`src/rtl/pll_seq_pkg.sv`:
```
// Shared types and default timing constants for the PLL lock sequencer.
package pll_seq_pkg;

  localparam int unsigned DEF_PLL_RST_CYCLES      = 16;
  localparam int unsigned DEF_LOCK_STABLE_CYCLES  = 1024;
  localparam int unsigned DEF_LOCK_TIMEOUT_CYCLES = 1048576;
  localparam int unsigned DEF_RETRY_MAX           = 7;

  localparam int unsigned RETRY_W = 3;
  localparam int unsigned LOL_W   = 8;

  typedef enum logic [2:0] {
    ST_RESET_PLL = 3'd0,
    ST_WAIT_LOCK = 3'd1,
    ST_STABLE    = 3'd2,
    ST_RUN       = 3'd3,
    ST_FAULT     = 3'd4
  } pll_state_e;

  function automatic int unsigned max_u(input int unsigned a, input int unsigned b);
    return (a > b) ? a : b;
  endfunction

endpackage

```
`src/rtl/sync2.sv`:
```
// Two-flop synchronizer for a single asynchronous level.
module sync2 (
  input  logic clk,
  input  logic rst_n,
  input  logic d,
  output logic q
);
  logic meta_q;
  logic sync_q;

  always_ff @(posedge clk or negedge rst_n) begin
    if (!rst_n) begin
      meta_q <= 1'b0;
      sync_q <= 1'b0;
    end else begin
      meta_q <= d;
      sync_q <= meta_q;
    end
  end

  assign q = sync_q;
endmodule

```
`src/rtl/pll_lock_sequencer.sv`:
```
// Holds the SDRAM PLL in reset, waits for a stable lock, then releases the
// PLL-clocked logic; retries on timeout and parks in FAULT after RETRY_MAX.
module pll_lock_sequencer
  import pll_seq_pkg::*;
#(
  parameter int unsigned PLL_RST_CYCLES      = DEF_PLL_RST_CYCLES,
  parameter int unsigned LOCK_STABLE_CYCLES  = DEF_LOCK_STABLE_CYCLES,
  parameter int unsigned LOCK_TIMEOUT_CYCLES = DEF_LOCK_TIMEOUT_CYCLES,
  parameter int unsigned RETRY_MAX           = DEF_RETRY_MAX
) (
  input  logic               clk_74a,
  input  logic               reset_n,
  input  logic               pll_locked,
  input  logic               relock_req,
  output logic               relock_ack,
  output logic               pll_rst,
  output logic               sys_reset_n,
  output logic               ready,
  output logic               fault,
  output logic [RETRY_W-1:0] retry_count,
  output logic [LOL_W-1:0]   lol_count
);

  localparam int unsigned MAX_PARAM = max_u(max_u(PLL_RST_CYCLES, LOCK_STABLE_CYCLES),
                                            max_u(LOCK_TIMEOUT_CYCLES, RETRY_MAX));
  localparam int unsigned CNT_W     = $clog2(max_u(MAX_PARAM, 2));

  localparam logic [CNT_W-1:0]   RST_LAST     = CNT_W'(PLL_RST_CYCLES - 1);
  localparam logic [CNT_W-1:0]   STABLE_LAST  = CNT_W'(LOCK_STABLE_CYCLES - 1);
  localparam logic [CNT_W-1:0]   TIMEOUT_LAST = CNT_W'(LOCK_TIMEOUT_CYCLES - 1);
  localparam logic [RETRY_W-1:0] RETRY_LIMIT  = RETRY_W'(RETRY_MAX);

  logic locked_s;

  sync2 u_sync2 (
    .clk   (clk_74a),
    .rst_n (reset_n),
    .d     (pll_locked),
    .q     (locked_s)
  );

  pll_state_e         state_q, state_d;
  logic [CNT_W-1:0]   cnt_q, cnt_d;
  logic [RETRY_W-1:0] retry_q, retry_d;
  logic [LOL_W-1:0]   lol_q, lol_d;
  logic               relock_prev_q;
  logic               relock_ack_q, relock_ack_d;
  logic               pll_rst_q, pll_rst_d;
  logic               sys_reset_n_q, sys_reset_n_d;
  logic               ready_q, ready_d;
  logic               fault_q, fault_d;
  logic               relock_accept;
  logic [RETRY_W-1:0] retry_inc;

  // State, shared counter and registered outputs
  always_ff @(posedge clk_74a or negedge reset_n) begin
    if (!reset_n) begin
      state_q       <= ST_RESET_PLL;
      cnt_q         <= '0;
      retry_q       <= '0;
      lol_q         <= '0;
      relock_prev_q <= 1'b0;
      relock_ack_q  <= 1'b0;
      pll_rst_q     <= 1'b1;
      sys_reset_n_q <= 1'b0;
      ready_q       <= 1'b0;
      fault_q       <= 1'b0;
    end else begin
      state_q       <= state_d;
      cnt_q         <= cnt_d;
      retry_q       <= retry_d;
      lol_q         <= lol_d;
      relock_prev_q <= relock_req;
      relock_ack_q  <= relock_ack_d;
      pll_rst_q     <= pll_rst_d;
      sys_reset_n_q <= sys_reset_n_d;
      ready_q       <= ready_d;
      fault_q       <= fault_d;
    end
  end

  // Next state; a fresh relock request overrides any timeout or lock loss
  always_comb begin
    state_d       = state_q;
    cnt_d         = cnt_q;
    retry_d       = retry_q;
    lol_d         = lol_q;
    retry_inc     = retry_q + RETRY_W'(1);
    relock_accept = relock_req & ~relock_prev_q;

    if (relock_accept) begin
      state_d = ST_RESET_PLL;
      cnt_d   = '0;
      retry_d = '0;
    end else begin
      unique case (state_q)
        ST_RESET_PLL: begin
          if (cnt_q == RST_LAST) begin
            state_d = ST_WAIT_LOCK;
            cnt_d   = '0;
          end else begin
            cnt_d = cnt_q + CNT_W'(1);
          end
        end
        ST_WAIT_LOCK: begin
          if (locked_s) begin
            state_d = ST_STABLE;
            cnt_d   = '0;
          end else if (cnt_q == TIMEOUT_LAST) begin
            retry_d = retry_inc;
            cnt_d   = '0;
            state_d = (retry_inc == RETRY_LIMIT) ? ST_FAULT : ST_RESET_PLL;
          end else begin
            cnt_d = cnt_q + CNT_W'(1);
          end
        end
        ST_STABLE: begin
          if (!locked_s) begin
            state_d = ST_WAIT_LOCK;
            cnt_d   = '0;
          end else if (cnt_q == STABLE_LAST) begin
            state_d = ST_RUN;
            cnt_d   = '0;
          end else begin
            cnt_d = cnt_q + CNT_W'(1);
          end
        end
        ST_RUN: begin
          if (!locked_s) begin
            state_d = ST_RESET_PLL;
            cnt_d   = '0;
            retry_d = '0;
            if (lol_q != '1) lol_d = lol_q + LOL_W'(1);
          end
        end
        ST_FAULT: begin
          state_d = ST_FAULT;
        end
        default: begin
          state_d = ST_RESET_PLL;
          cnt_d   = '0;
        end
      endcase
    end

    // Outputs follow the next state so they line up with state_q
    pll_rst_d     = (state_d == ST_RESET_PLL) || (state_d == ST_FAULT);
    sys_reset_n_d = (state_d == ST_RUN);
    ready_d       = (state_d == ST_RUN);
    fault_d       = (state_d == ST_FAULT);
    relock_ack_d  = relock_accept;
  end

  assign relock_ack  = relock_ack_q;
  assign pll_rst     = pll_rst_q;
  assign sys_reset_n = sys_reset_n_q;
  assign ready       = ready_q;
  assign fault       = fault_q;
  assign retry_count = retry_q;
  assign lol_count   = lol_q;

endmodule
```
`config.mk`:
```
export PLATFORM = sky130hd
export DESIGN_NAME = pll_lock_sequencer
export DESIGN_NICKNAME = d
export VERILOG_FILES = /design/src/rtl/pll_seq_pkg.sv /design/src/rtl/sync2.sv /design/src/rtl/pll_lock_sequencer.sv
export SDC_FILE = /design/constraint.sdc
export NUM_CORES = 1
export LEC_CHECK = 0
export ABC_AREA = 1
export BUFFER_PORTS_ARGS = -buffer_cell sky130_fd_sc_hd__buf_4
export CORE_UTILIZATION = 35
export CTS_CLUSTER_DIAMETER = 100
export DETAILED_ROUTE_END_ITERATION = 16
export PLACE_DENSITY_LB_ADDON = 0.2
export SYNTH_ARGS = -nofsm -noshare
export SYNTH_HDL_FRONTEND = slang
export SYNTH_SLANG_ARGS = --single-unit
```
`constraint.sdc`:
```
create_clock -name clk_74a -period 4 [get_ports clk_74a]
set_clock_uncertainty 0.15 [all_clocks]
set_input_delay 0.8 -clock clk_74a [delete_from_list [all_inputs] [get_ports clk_74a]]
set_output_delay 0.8 -clock clk_74a [all_outputs]
set_load 0.03 [all_outputs]
```
# After elaboration in Yosys (flattened, before gate mapping)
# Index checks and enable logic that the tools add are counted.
dict set report totals {
  latchBits 0
  n_memories 0
  ramBits 0
  reg_bits 41
  output_inout_bits 16
  inputBits 4
  rom_bits 0
  wordCells 62
}
dict set report op_classes {
  eq_ne 15
  n_lt_le_gt_ge 0
  add_sub_neg 3
  div_mod_pow 0
  shifts 0
  mux 22
  n_reduce_logical 7
  n_bitwise 4
  n_mul 0
}
# op n
set op_table {}
lappend op_table {{2-to-1 mux 20 bit} 7}
lappend op_table {{case mux 20 bit (5 select lines)} 1}
lappend op_table {{2-to-1 mux 3 bit} 12}
lappend op_table {{adder 20 x 1 -> 20 bit, second input constant} 1}
lappend op_table {{equality test 20 x 10 -> 1 bit, second input constant} 1}
lappend op_table {{equality test 20 bit, second input constant} 1}
lappend op_table {{equality test 20 x 4 -> 1 bit, second input constant} 1}
lappend op_table {{case mux 3 bit (5 select lines)} 1}
lappend op_table {{equality test 3 x 2 -> 1 bit, second input constant} 3}
lappend op_table {{equality test 3 bit, second input constant} 3}
lappend op_table {{inequality test 3 bit, second input constant} 3}
lappend op_table {{adder 8 x 1 -> 8 bit, second input constant} 1}
lappend op_table {{inequality test 8 bit, second input constant} 1}
lappend op_table {{AND reduction 4 bit} 2}
lappend op_table {{logical NOT 3 bit} 2}
lappend op_table {{case mux 3 bit (2 select lines)} 1}
lappend op_table {{adder 3 x 1 -> 3 bit, second input constant} 1}
lappend op_table {{equality test 3 x 1 -> 1 bit, second input constant} 1}
lappend op_table {{inverter 1 bit} 3}
lappend op_table {{nonzero test 3 bit} 1}
lappend op_table {{inequality test 2 bit, second input constant} 1}
lappend op_table {{AND reduction 2 bit} 1}
lappend op_table {{bitwise AND 1 bit} 1}
lappend op_table {{logical OR 1 bit} 1}

# Depth between registers and ports, before layout
# Gate-level depths: netlist of the first run.
dict set report depth {
  ltp_word 9
  depth_mapped 11
  mapped_depth_nobuf 11
}

# Modules after synthesis
# From an unflattened synthesis of the first run, not the netlist that was laid out.
dict set report unflattened {
  cells_unflattened 295
  hier_area_um2 2428.6
}
# module seq_area_each_um2 area_per_inst_um2 cells_each instances
set by_module_without_submodules {}
lappend by_module_without_submodules {pll_lock_sequencer 977.2 2378.5 293 1}
lappend by_module_without_submodules {sync2 50.0 50.0 2 1}

# Worst setup path before layout of the first run
# Ideal clock, no wire load.
dict set report synth_timing {
  path_kind {in2reg}
  from {input relock_req}
  to {register cnt_q[14]}
  setup_ps 121
  required_time_ps 3729
  cell_stages 10
  path_buffers 1
  arrival_time_ps 1702
  setup_slack_ps 2027
  path_cell_list {inv_1 nor2_2 inv_2 nand2_2 buf_2 nand3b_1 nor2_1 nand2_1 nand2_1 a21oi_2}
}
dict set report synth_via {
  elab_chain_cells 3
  elab_cells_between_ends 5
  classes_between {eq/ne: 2; mux: 1; bitwise: 1; reduce/logical: 1}
}
# element line_no
set synth_lines {}
lappend synth_lines {{start: declaration} pll_lock_sequencer.sv:14} ;# input logic relock_req,
lappend synth_lines {{bitwise AND 1 bit *} pll_lock_sequencer.sv:89} ;# relock_accept = relock_req & ~relock_prev_q;
lappend synth_lines {{named net relock_accept} pll_lock_sequencer.sv:52} ;# logic relock_accept;
lappend synth_lines {{inequality test 3 bit (no line) / inequality test 2 bit (equally long branches)} -}
lappend synth_lines {{AND reduction 2 bit (no line)} -}
lappend synth_lines {{end signal: assignment} pll_lock_sequencer.sv:70} ;# cnt_q <= cnt_d;
lappend synth_lines {{end: declaration} pll_lock_sequencer.sv:43} ;# logic [CNT_W-1:0] cnt_q, cnt_d;
# Mark *: on every way through the listed nets, which the timed path passes. The rest lies on a longest branch.
# A chain may end at the register's enable or synchronous reset.

# Worst setup path after layout of the first run
dict set report layout_timing {
  from {input relock_req}
  to {register cnt_q[13]}
}
# Same word-level chain as after synthesis.

==> results of run 1 <==
[kinds of logic (layout without fill, tap and decap cells)]
kind of cell             count (synthesis)  in the layout  share of synthesized area, %
AND/OR/NAND/NOR                        176            176                         33.76
buffers and inverters                   44             65                         7.727
flip-flops                              41             41                         41.74
AO/OA/AOI/OAI                           38             38                         10.47
XOR/XNOR                                12             12                         4.270
adder cells (fa/ha/maj)                  4              4                         2.034
[sequential cells by signal, indices dropped and copies added, names as in the netlist]
name / flops
state_q: 3
fault: 1
u_sync2.meta_q: 1
ready: 1
pll_rst: 1
lol_count: 8
cnt_q: 20
relock_ack: 1
retry_count: 3
u_sync2.q: 1
relock_prev_q: 1
[cell type report]
type / count / area [um^2]
Timing Repair Buffer: 19 / 142.6
Clock buffer: 5 / 68.82
Tap cell: 96 / 120.1
Sequential cell: 41 / 1027
Fill cell: 692 / 4028
Inverter: 38 / 142.6
Clock inverter: 3 / 21.27
Multi-Input combinational cell: 230 / 1244
[per-layer routing]
layer  up-vias  track usage, %
met3         4           3.176
met1       964           20.40
met2        18           24.87
met5         -               0
li1       1060               -
met4         0           4.545
[report_power, final]
| group | leakage, nW | switching (mW) | internal [mW] | total (mW) |
|---|---|---|---|---|
| clock network | 0.0445 | 0.158 | 0.124 | 0.282 |
| logic | 0.706 | 0.0553 | 0.0287 | 0.0839 |
| registers | 0.546 | 0.0220 | 0.433 | 0.455 |
| total | 1.30 | 0.235 | 0.586 | 0.821 |
[how the worst max path moves through the flow]
stage | startpoint | end | slack [ps] | depth (start not counted)
2_1_floorplan | relock_req | cnt_q[14]$_DFFE_PN0P_ | 2030 | 10
3_3_place_gp | relock_req | cnt_q[13]$_DFFE_PN0P_ | 1420 | 11
3_5_place_dp | relock_req | cnt_q[13]$_DFFE_PN0P_ | 1320 | 11
4_1_cts | relock_req | cnt_q[13]$_DFFE_PN0P_ | 1620 | 11
5_1_grt | relock_req | cnt_q[13]$_DFFE_PN0P_ | 1470 | 11
6_report | relock_req | cnt_q[13]$_DFFE_PN0P_ | 1650 | 11
[through the flow]
stage | cell area [um^2] | utilization [%] | setup WS, ps | instances | hold WS, ps
after floorplan | 2461 | - | 2027 | 315 | 181.2
after global placement | 2676 | 39.39 | 1420 | 424 | 188.2
after detailed placement | 2676 | 39.39 | 1317 | 424 | 192.8
after CTS | 2766 | 40.72 | 1622 | 432 | 214.9
after global routing | 2766 | 40.72 | 1466 | 432 | 224.5
final | 2766 | 40.72 | 1653 | 432 | 209.7
[cell usage in the layout (no fill, tap or decap), types with 2 or more instances in the layout]
cell type  instances
clkbuf_8           5
xnor2_1            4
a21oi_2           10
nand3b_1           2
o21bai_1           5
nor4_1             2
nand2_1           71
nor3_1             3
inv_2              2
nor2_2             2
o21ai_0           10
nand3_1           31
nand4_1           12
nor2_4             3
dfrtp_1           40
a21oi_1           10
buf_4             19
inv_1             36
xor2_1             8
nor2_1            39
ha_1               4
nand3_4            2
nand2_2            6
==> results.md, run 1 <==
- Status: completed
- Clock-pin transition on the worst setup and hold timing paths: 90 ps
- Hold Crit Start: u_sync2.meta_q$_DFF_PN0_
- Vias in the first global route: 1958
- WL per Instance: 11.75 um
- Met2 routed WL: 2336 um
- Avg Cell Area, Syn: 7.813 um^2
- Synth Register Bits: 41
- Final Wtd Congestion: 0.8372
- Initial antenna violation count: 0
- Drt first pass iters: 4
- CTS resizes: 0
- Setup Fix Bufs, Post-CTS: 0
- Syn Inst Count: 315
- Synth area leader: dfrtp_1
- Sequential-to-total area share from yosys stat: 41.74%
- R2r setup slk: 1820 ps
- Top post-synthesis cells by count: nand2_1 (71), dfrtp_1 (40), nor2_1 (39)
- Total number of vias: 2046
- WP data arrival: 2420 ps
- Min cycle time layout: 2347 ps
- Crit path top cell by count: nand2_1
- Worst reg2reg endpoint: cnt_q[13]$_DFFE_PN0P_
- TritonCTS buffer count: 5
- Starting Density: 36.22%
- Ant diodes: 0
- Synth top area share: 40.67%
- Fin nets: 343
- Fmax: 426.1 MHz
- Highest metal used: met4
- WL final: 5075 um
- H-tree Lvls: 2
- Crit Path Category: in -> reg
- DIE HEIGHT: 85.86 um
- CTS tree: yes
- CP max-delay cell: nand2_2
- Clock Latency Late Sink: 300 ps
- Detailed placement HPWL: 3694 um
- Max Cap Viol: 0
- EDFF count, synth: 0
- Metal3 WL: 136 um
- Crit share post-route: 58.67%
- Starting DRT DRC Count: 131
- Lkg Pwr: 1.297 nW
- Min-Delay Path Depth: 0
- Post-synth net total: 323
- Post-synth cell types: 32
- Vias/cell: 4.736
- Worst reg2reg path depth: 11
- Slew @ Worst Pin: 694.3 ps
- Crit path cell chain: buf_4 > inv_1 > nor2_2 > inv_2 > nand2_2 > inv_2 > nor2_1 > nand2_1 > nand2_1 > nand2_1 > a21oi_2
- Post-route ant nets: 0
- Die W: 85.86 um
- CP required: 4070 ps
- Endpoints failing setup: 0
- Async S/R FF share, synth: 100.0%
- Crit path launch type: primary input
- CP Max Fanout: 31
- Root buffer cell: clkbuf_8
- Top post-synthesis cells by area: dfrtp_1 (41%), nand2_1 (11%), nand3_1 (6.3%), nor2_1 (5.9%), inv_1 (5.5%)
- Grt ovf: 0
- Port bufs: 19
- Die area: 0.007371 mm^2
- Worst path max stage delay: 540 ps
- Relative slew slack: 53.55%
- Area delta synth->final: 12.40%
- Hold Crit Class: reg -> reg
- Critical path buffer and inverter count: 4
- Hold Fails Final Rpt: 0
- Final Power: 0.8208 mW
- Top-count cell post-synth: nand2_1
- Cts hold-fix bufs: 0
- Predominant post-synthesis flop cell: dfrtp_1
- Largest net degree at the start of global routing: 42
- Total track usage: 15.23%
- IO Count: 20
- Maximum VDD drop: 0.1566 mV
- Core area: 0.006794 mm^2
- DRC: 0
- Clock Sinks: 41
- Pwr dens: 296.7 mW/mm^2
- Sum Neg Setup Slack: 0 ps
- Clock Path Buffers: 2
- Ys Warns: 0
- Crit end category: flop
- R2R Path Start: state_q[0]$_DFF_PN0_
- RSZ-0062 raised after global routing: no
- First-pass GRT wire length: 8901 um
- Cell Area, Synth: 0.002461 mm^2
- Critical path's top delay family: simple AND/OR/NAND/NOR gates
- Wl on met1: 2556 um
- Proportion of layout cells with a drive suffix above 1: 16.37%
- Pins Over Slew Limit: 0
- Hold Crit Endpoint: u_sync2.q$_DFF_PN0_
- # rows: 30
No activity file was read; power rests on OpenSTA's default activity.
==> inputs of run 2 (changes only) <==
==> constraint.sdc (replaced) <==
create_clock -name clk_74a -period 2.2 [get_ports clk_74a]
set_clock_uncertainty 0.15 [all_clocks]
set_input_delay 0.44 -clock clk_74a [delete_from_list [all_inputs] [get_ports clk_74a]]
set_output_delay 0.44 -clock clk_74a [all_outputs]
set_load 0.03 [all_outputs]
==> run 2 against run 1 <==
Setup slack got worse by 1500 ps. Largest power group unchanged. Power grew 83%. Count of clock-buffer cells in the layout stayed put. Register-to-register slack worse by 1700 ps.
==> results.md, run 2 (synthesis results as in run 1) <==
- Lkg Pwr: 1.333 nW
- CP max-delay cell: dfrtp_1
- RSZ-0062 raised after global routing: no
- CP required: 2230 ps
- First-pass GRT wire length: 9763 um
- Crit Path Category: reg -> reg
- Hold Fails Final Rpt: 0
- Crit end category: flop
- Die area: 0.007371 mm^2
- Fin nets: 351
- # rows: 30
- Worst path max stage delay: 440 ps
- Critical path's top delay family: simple AND/OR/NAND/NOR gates
- Port bufs: 19
- Clock Path Buffers: 2
- Sum Neg Setup Slack: 0 ps
- Commonest non-fill, non-tap cell in the layout: nand2_1
- Ant diodes: 0
- Area delta synth->final: 14.95%
- Total track usage: 16.60%
- Maximum VDD drop: 0.3703 mV
- Vias/cell: 4.823
- WL final: 5547 um
- CTS resizes: 0
- Total number of vias: 2122
- Fmax: 488.6 MHz
- CP Max Fanout: 17
- DIE HEIGHT: 85.86 um
- Post-route ant nets: 0
- Relative slew slack: 65.09%
- Pins Over Slew Limit: 0
- WL per Instance: 12.61 um
- Core area: 0.006794 mm^2
- Biggest register: cnt_q
- Non-filler cells, final: 440
- Grt ovf: 0
- Endpoints failing setup: 0
- Drt first pass iters: 4
- Proportion of layout cells with a drive suffix above 1: 18.02%
- R2r setup slk: 150 ps
- Min Hold Slack: 94.87 ps
- CTS tree: yes
- Root buffer cell: clkbuf_8
- Crit path launch type: flop
- Status: completed
- Pwr dens: 530.8 mW/mm^2
- Clock-pin transition on the worst setup and hold timing paths: 90 ps
- DRC: 0
- Crit path depth: 10
- Crit share post-route: 93.03%
- Min-Delay Path Depth: 1
- Commonest non-fill, non-tap cells in the layout: nand2_1 (71), dfrtp_1 (40), nor2_1 (39)
- Slew @ Worst Pin: 523.7 ps
- Critical path buffer and inverter count: 1
- Detailed placement HPWL: 4106 um
- Worst reg2reg path depth: 10
- Hold Crit Class: in -> reg
- Max Cap Viol: 0
- TritonCTS buffer count: 5
- Initial antenna violation count: 0
- Starting Density: 36.22%
- Vias in the first global route: 2118
- H-tree Lvls: 2
- Clock Sinks: 41
- IO Count: 20
- DP Cell Count: 431
- Final Wtd Congestion: 0.8187
- Clock Latency Late Sink: 300 ps
- Crit path cell chain: ha_1 > inv_1 > nor2_4 > nand3_4 > nor2_4 > nand2_2 > nand2_2 > nand3_4 > nand2_4 > o21ai_0
- Min cycle time layout: 2047 ps
- Largest register FFs: 20
- Starting DRT DRC Count: 119
- WP data arrival: 2080 ps
- Largest net degree at the start of global routing: 42
- Die W: 85.86 um
## run 2: cell types whose count changed in the layout (fill, tap and decap cells not counted), sizes merged
cell         change
buf              +7
dlygate4sd3      +1
## run 2: path summary, 6_finish.rpt
kind	startpoint	to
worst max-delay path	cnt_q[0]$_DFFE_PN0P_	cnt_q[0]$_DFFE_PN0P_
worst min-delay path	pll_locked	u_sync2.meta_q$_DFF_PN0_
worst max register to register	cnt_q[0]$_DFFE_PN0P_	cnt_q[0]$_DFFE_PN0P_
worst min register to register	u_sync2.meta_q$_DFF_PN0_	u_sync2.q$_DFF_PN0_
max in group asynchronous	reset_n	pll_rst$_DFF_PN1_
min in group asynchronous	reset_n	cnt_q[11]$_DFFE_PN0P_
## run 2: repair_timing
action,in CTS,in global routing
hold buffers,1,0
endpoints found under the hold margin,40,0
setup buffers,0,0
## run 2: cell type report
| class | count | area (um^2) |
|---|---|---|
| tap | 96 | 120.1 |
| multi-input combinational | 230 | 1244 |
| clock inverter | 3 | 21.27 |
| clock buffer | 5 | 68.82 |
| timing repair buffer | 27 | 205.2 |
| inverter | 38 | 142.6 |
| sequential | 41 | 1027 |
| fill | 696 | 3965 |
## run 2: report_power, final
| part | internal (mW) | switching [mW] |
|---|---|---|
| Clock | 0.226 | 0.293 |
| Sequential | 0.788 | 0.0392 |
| Combinational | 0.0542 | 0.102 |
| Total | 1.07 | 0.434 |
## run 2: per-layer routing
| layer | track usage [%] | part of all wire [%] | vias to the layer above |
|---|---|---|---|
| li1 | - | - | 1077 |
| met5 | 0 | 0 | - |
| met1 | 21.73 | 48 | 1019 |
| met2 | 28.58 | 49 | 24 |
| met4 | 4.394 | 0.56 | 0 |
| met3 | 2.695 | 2.8 | 2 |
## run 2: through the flow
step | setup slack [ps] | util [%] | total power, mW | cell area (um^2)
after floorplan | 231.4 | - | 0.9515 | 2461
after global placement | 227.3 | 40.17 | 0.9980 | 2729
after detailed placement | 175.8 | 40.17 | 1.000 | 2729
after CTS | 151.8 | 41.64 | 1.521 | 2829
after global routing | 7.483 | 41.64 | 1.573 | 2829
final | 153.4 | 41.64 | 1.502 | 2829
